## config.mk

```make
export PLATFORM = sky130hd
export DESIGN_NAME = fir_avg_out_stage
export DESIGN_NICKNAME = d
export VERILOG_FILES = /design/src/rtl/fir_avg_pkg.sv /design/src/rtl/fir_avg_fifo.sv /design/src/rtl/fir_avg_out_stage.sv
export SDC_FILE = /design/constraint.sdc
export NUM_CORES = 1
export LEC_CHECK = 0
export CAP_MARGIN = 10
export CORE_MARGIN = 5
export CORE_UTILIZATION = 30
export CTS_CLUSTER_DIAMETER = 120
export CTS_CLUSTER_SIZE = 12
export DETAILED_ROUTE_END_ITERATION = 12
export SYNTH_ARGS = -nofsm -noshare
export SYNTH_HDL_FRONTEND = slang
export SYNTH_SLANG_ARGS = --single-unit
```

## constraint.sdc

```tcl
create_clock -name clk -period 2.21 [get_ports clk]
set_input_delay 0.221 -clock clk [delete_from_list [all_inputs] [get_ports clk]]
set_output_delay 0.221 -clock clk [all_outputs]
set_load 0.01 [all_outputs]
```

## src/rtl/fir_avg_pkg.sv

```systemverilog
// ============================================================================
//  Module   : fir_avg_pkg
//  Brief    : Shared constants, level type and rounding helper for the FIR
//             averaging output stage.
//  Revision : 1.0 - initial release
// ============================================================================
`default_nettype none

package fir_avg_pkg;

  localparam int FIR_W      = 16;
  localparam int FIFO_DEPTH = 4;
  localparam int RND        = 2;

  typedef logic [$clog2(FIFO_DEPTH):0] level_t;

  // (s + 2) >>> 2 at FIR_W+3 bits, keeping the low FIR_W bits of the quotient
  function automatic logic signed [FIR_W-1:0] round_div4(input logic signed [FIR_W+1:0] s);
    logic [FIR_W+2:0] w_sum;
    w_sum = {s[FIR_W+1], s} + (FIR_W+3)'(RND);
    return w_sum[FIR_W+1:2];
  endfunction

endpackage

`default_nettype wire

```

## src/rtl/fir_avg_fifo.sv

```systemverilog
// ============================================================================
//  Module   : fir_avg_fifo
//  Brief    : Small synchronous FIFO; pointers and occupancy reset, storage not.
//  Revision : 1.0 - initial release
// ============================================================================
`default_nettype none

module fir_avg_fifo #(
  parameter int w     = 16,
  parameter int DEPTH = 4
) (
  input  logic                     clk,
  input  logic                     rst,
  input  logic                     i_push,
  input  logic                     i_pop,
  input  logic [w-1:0]             i_wdata,
  output logic [w-1:0]             o_rdata,
  output logic                     o_full,
  output logic                     o_empty,
  output logic [$clog2(DEPTH):0]   o_level
);

  localparam int c_ADDR_W = $clog2(DEPTH);

  logic [w-1:0]        r_mem [DEPTH];
  logic [c_ADDR_W-1:0] r_wptr;
  logic [c_ADDR_W-1:0] r_rptr;
  logic [c_ADDR_W:0]   r_level;

  // Pointers wrap naturally because DEPTH is a power of two
  always_ff @(posedge clk or posedge rst) begin
    if (rst) begin
      r_wptr  <= '0;
      r_rptr  <= '0;
      r_level <= '0;
    end else begin
      if (i_push) r_wptr <= r_wptr + c_ADDR_W'(1);
      if (i_pop)  r_rptr <= r_rptr + c_ADDR_W'(1);
      if (i_push && !i_pop)
        r_level <= r_level + (c_ADDR_W+1)'(1);
      else if (!i_push && i_pop)
        r_level <= r_level - (c_ADDR_W+1)'(1);
    end
  end

  always_ff @(posedge clk) begin
    if (i_push) r_mem[r_wptr] <= i_wdata;
  end

  assign o_empty = (r_level == '0);
  assign o_full  = (r_level == (c_ADDR_W+1)'(DEPTH));
  assign o_level = r_level;
  assign o_rdata = o_empty ? '0 : r_mem[r_rptr];

endmodule

`default_nettype wire

```

## src/rtl/fir_avg_out_stage.sv

```systemverilog
// ============================================================================
//  Module   : fir_avg_out_stage
//  Brief    : Rounds the 4-tap FIR running sum to an average, drops warm-up
//             samples, buffers results behind valid/ready, flags overflow.
//  Revision : 1.0 - initial release
// ============================================================================
`default_nettype none

module fir_avg_out_stage
  import fir_avg_pkg::*;
#(
  parameter int w      = 16,
  parameter int DEPTH  = 4,
  parameter int WARMUP = 4
) (
  input  logic                     clk,
  input  logic                     reset,
  input  logic signed [w+1:0]      s,
  input  logic                     s_valid,
  output logic signed [w-1:0]      avg,
  output logic                     avg_valid,
  input  logic                     avg_ready,
  output logic [$clog2(DEPTH):0]   level,
  output logic                     ovf,
  input  logic                     clr_ovf
);

  // Sized so WARMUP itself is representable, including WARMUP = 0
  localparam int c_WCNT_W = $clog2(WARMUP + 2);

  logic [c_WCNT_W-1:0] r_warm_cnt;
  logic                r_ovf;
  logic                w_warm_done;
  logic                w_push_req;
  logic                w_push;
  logic                w_pop;
  logic                w_drop;
  logic                w_full;
  logic                w_empty;
  logic [w-1:0]        w_rdata;
  logic signed [w-1:0] w_avg_in;

  assign w_warm_done = (r_warm_cnt == c_WCNT_W'(WARMUP));

  always_ff @(posedge clk or posedge reset) begin
    if (reset)
      r_warm_cnt <= '0;
    else if (s_valid && !w_warm_done)
      r_warm_cnt <= r_warm_cnt + c_WCNT_W'(1);
  end

  if (w == FIR_W) begin : g_pkg_round
    assign w_avg_in = round_div4(s);
  end else begin : g_generic_round
    logic [w+2:0] w_sum;
    assign w_sum    = {s[w+1], s} + (w+3)'(RND);
    assign w_avg_in = w_sum[w+1:2];
  end

  // A full FIFO still accepts a push when the head leaves on the same edge
  assign w_pop      = !w_empty && avg_ready;
  assign w_push_req = s_valid && w_warm_done;
  assign w_drop     = w_push_req && w_full && !w_pop;
  assign w_push     = w_push_req && !w_drop;

  always_ff @(posedge clk or posedge reset) begin
    if (reset)
      r_ovf <= 1'b0;
    else if (w_drop)
      r_ovf <= 1'b1;
    else if (clr_ovf)
      r_ovf <= 1'b0;
  end

  fir_avg_fifo #(
    .w     (w),
    .DEPTH (DEPTH)
  ) u_fifo (
    .clk     (clk),
    .rst     (reset),
    .i_push  (w_push),
    .i_pop   (w_pop),
    .i_wdata (w_avg_in),
    .o_rdata (w_rdata),
    .o_full  (w_full),
    .o_empty (w_empty),
    .o_level (level)
  );

  assign avg       = w_rdata;
  assign avg_valid = !w_empty;
  assign ovf       = r_ovf;

endmodule

`default_nettype wire
```

==> impl_metrics.env <==
export IMPL_gp_congestion=0.675
export IMPL_synthArstFlopShare_pct=14.7
export IMPL_start_util_pct=31.0
export IMPL_synthCells=200
export IMPL_critical_path_arrival_ps=1980
export IMPL_critPathLaunchType="register"
export IMPL_max_slew_margin_pct=67.9
export IMPL_final_cell_area_um2=4360
export IMPL_dr_total_vias=1898
export IMPL_fp_coreArea_um2=10900
export IMPL_grt_pass1_vias=2079
export IMPL_cp_required_ps=1990
export IMPL_postPlaceCellArea_um2=4060
export IMPL_synthFlopType="edfxtp_1"
export IMPL_wire_per_inst_um=17.0
export IMPL_synthAdderAreaFrac_pct=3.55
export IMPL_antenna_found_initial=0
export IMPL_layout_common_cells="edfxtp_1 (64), clkdlybuf4s50_1 (26), and2_1 (20), buf_4 (16), mux4_2 (13)"
export IMPL_clock_latency_ps=330
export IMPL_synth_seq_area_share_pct=64.9
export IMPL_max_freq_mhz=455
export IMPL_critPathBufInv=2
export IMPL_crit_type="reg2out"
export IMPL_clkPwrFrac_pct=27.1
export IMPL_first_iter_violations=111
export IMPL_cap_violations=0
export IMPL_synth_area_mux_share_pct=12.2
export IMPL_reg2reg_slack_ps=140
export IMPL_outcome="finished clean"
export IMPL_fin_hold_ws_ps=215
export IMPL_synth_compound_area_share_pct=0.850
export IMPL_netlist_area_um2=3390
export IMPL_row_count=38
export IMPL_synth_fp_nets=232
export IMPL_r2r_cells=8
export IMPL_r2r_end="u_fifo.o_level[2]$_DFFE_PP0P_"
export IMPL_ant_nets=0
export IMPL_drive_gt1_share_pct=18.9
export IMPL_critPathMaxFanout=7
export IMPL_setup_violations_final=0
export IMPL_period_needed_ps=2200
export IMPL_vdd_drop_max_v=0.000499
export IMPL_worstPathCellList="bufbuf_16 > mux4_1 > and2_1 > dlygate4sd2_1"
export IMPL_hold_class="in2async"
export IMPL_synth_top_family_by_area="multiplexers"
export IMPL_post_drt_via_cell_ratio=4.63
export IMPL_switching_power_mw=1.45
export IMPL_final_common_cell="edfxtp_1"
export IMPL_die_width_um=116
export IMPL_yosys_area_share_simple_pct=10.3
export IMPL_port_buffers=42
export IMPL_post_route_period_util_pct=99.5
export IMPL_io_pins=44
export IMPL_grt_usage_pct=11.0
export IMPL_synth_edf_count=64
export IMPL_p_sw_share_pct=28.6
export IMPL_dieArea_um2=13500
export IMPL_skew_ps=11.9
export IMPL_cts_sinks=75
export IMPL_firstDrtPassIters=4
export IMPL_critPathMaxStageDelay_ps=530
export IMPL_leakagePower_nw=1.56
export IMPL_synthXorXnorAreaFrac_pct=5.69
export IMPL_critical_path_top_delay_family="buffers and inverters"
export IMPL_grt_pass1_wl_um=11000
export IMPL_slew_violations=0
export IMPL_syn_area_per_cell_um2=16.9
export IMPL_postCtsHoldBufs=0
export IMPL_antennaDiodeCount=0
export IMPL_drt_wl_total_um=6960
export IMPL_r2r_start="u_fifo.o_level[1]$_DFFE_PP0P_"
export IMPL_worstMarginPinSlew_ps=480
export IMPL_drc=0
export IMPL_grt_setup_unrepaired="yes"
export IMPL_p_int_mw=3.63
export IMPL_die_y_um=116
export IMPL_synth_cell_types=32
export IMPL_powerDensity_nw_per_um2=1170
export IMPL_cpMaxStageDelayCell="mux4_1"
export IMPL_power_frac_comb_pct=36.5
export IMPL_p_seq_share_pct=36.4
export IMPL_clockBufferDepth=2
export IMPL_nets=297
export IMPL_worstSetupEndpointType="primary output"
export IMPL_area_growth_pct=28.6
export IMPL_ys_warn_count=0
export IMPL_root_buffer="clkbuf_16"
export IMPL_hold_viol_final=0
export IMPL_cts_max_level=3
export IMPL_cts_clk_slew_worst_paths_ps=60
export IMPL_numCtsBuffers=9
export IMPL_grt_ovfl_total=0
export IMPL_cts_tree="built"
export IMPL_hpwl_um=4470
export IMPL_ys_ff_latch=75
export IMPL_grt_max_degree=19
[cell families (layout without fill, tap and decap cells)]
family	Yosys count	count (layout)
DFF	75	75
and+or+nand+nor	56	56
xor gates and xnor gates	22	22
muxes	18	18
buffers and inverters	15	85
adders and majority gates	9	9
AOI/OAI and AO/OA	5	5
[per-layer routing]
layer / GRT usage (%) / vias to the layer above / wire, um
met4: 3.25 / 0 / 42
met3: 3.73 / 2 / 315
met2: 17.5 / 42 / 3260
met1: 14.5 / 955 / 3350
met5: 0 / - / 0
li1: - / 899 / -
[power groups by stage]
stage               clock, mW  sequential, mW  combinational, mW
floorplan                   0            1.87               1.08
global placement            0            1.87               1.90
detailed placement          0            1.88               1.91
CTS                      1.42            1.85               1.89
global route             1.47            1.87               2.05
finish                   1.38            1.85               1.86
[registers in the layout (all words and copies together) (netlist names)]
signal and flops:
ovf 1, u_fifo.r_rptr 2, u_fifo.o_level 3, u_fifo.r_mem 64
r_warm_cnt 3, u_fifo.r_wptr 2
[worst register-to-register path: stages, from the launching register on]
cell and delay, ps:
dfrtp_1 440, or3_1 390, nand2_1 130, ha_1 190
inv_1 60, fa_1 370, xor2_1 150, nor2_1 110
xor2_1 150
[cells in the mapped netlist (2+ instances only)]
cell type / instances / share of area [%]
nand3_1: 7 / 1.0
dfrtp_1: 11 / 8.1
nand4_1: 5 / 0.92
mux2_2: 2 / 0.67
nor4_1: 6 / 1.1
xor2_1: 11 / 2.8
nor2_1: 2 / 0.22
o21ai_0: 2 / 0.30
inv_1: 9 / 1.0
mux4_1: 8 / 6.2
edfxtp_1: 64 / 57
and2_1: 20 / 3.7
nor3_1: 3 / 0.44
ha_1: 8 / 3.0
mux4_2: 8 / 5.3
xnor2_1: 11 / 2.8
nand2_1: 6 / 0.67
buf_2: 3 / 0.44
[worst max path at each step]
stage	to	slack, ps	cells after the start	startpoint
after floorplan	u_fifo.o_level[2]$_DFFE_PP0P_	60	9	u_fifo.o_level[0]$_DFFE_PP0P_
after global placement	u_fifo.o_level[1]$_DFFE_PP0P_	70	7	avg_ready
after detailed placement	u_fifo.o_level[1]$_DFFE_PP0P_	30	7	avg_ready
after CTS	avg[1]	-6	4	u_fifo.r_rptr[0]$_DFFE_PP0P_
after global routing	avg[3]	-50	4	u_fifo.r_rptr[0]$_DFFE_PP0P_
final	avg[3]	10	4	u_fifo.r_rptr[0]$_DFFE_PP0P_
[cell type report]
cell class              count  area (um^2)
fillers                  1051         6580
flip-flops and latches     75         2200
multi-input cells         110         1090
repair buffers             60          578
clock buffers               9          225
well taps                 140          175
clock inverters             7         58.8
inverters                   9         33.8
[through the flow]
| step | TNS (ps) | total power, mW | instances | setup WS, ps | utilization, % |
|---|---|---|---|---|---|
| after detailed placement | 0 | 3.79 | 391 | 27.7 | 37.1 |
| after global placement | 0 | 3.76 | 391 | 67.7 | 37.1 |
| after floorplan | 0 | 2.95 | 200 | 56.8 | - |
| final | 0 | 5.09 | 410 | 11.8 | 39.8 |
| after CTS | -16.1 | 5.16 | 410 | -6.06 | 39.9 |
| after global routing | -206 | 5.39 | 410 | -48.5 | 39.8 |
[repair_timing]
action / 4_1_cts / 5_1_grt
setup buffers: 2 / 0
setup endpoints to repair: 16 / 12
cloned: 1 / 0
gates resized for setup: 19 / 7
Power figures use the tool's default switching activity.
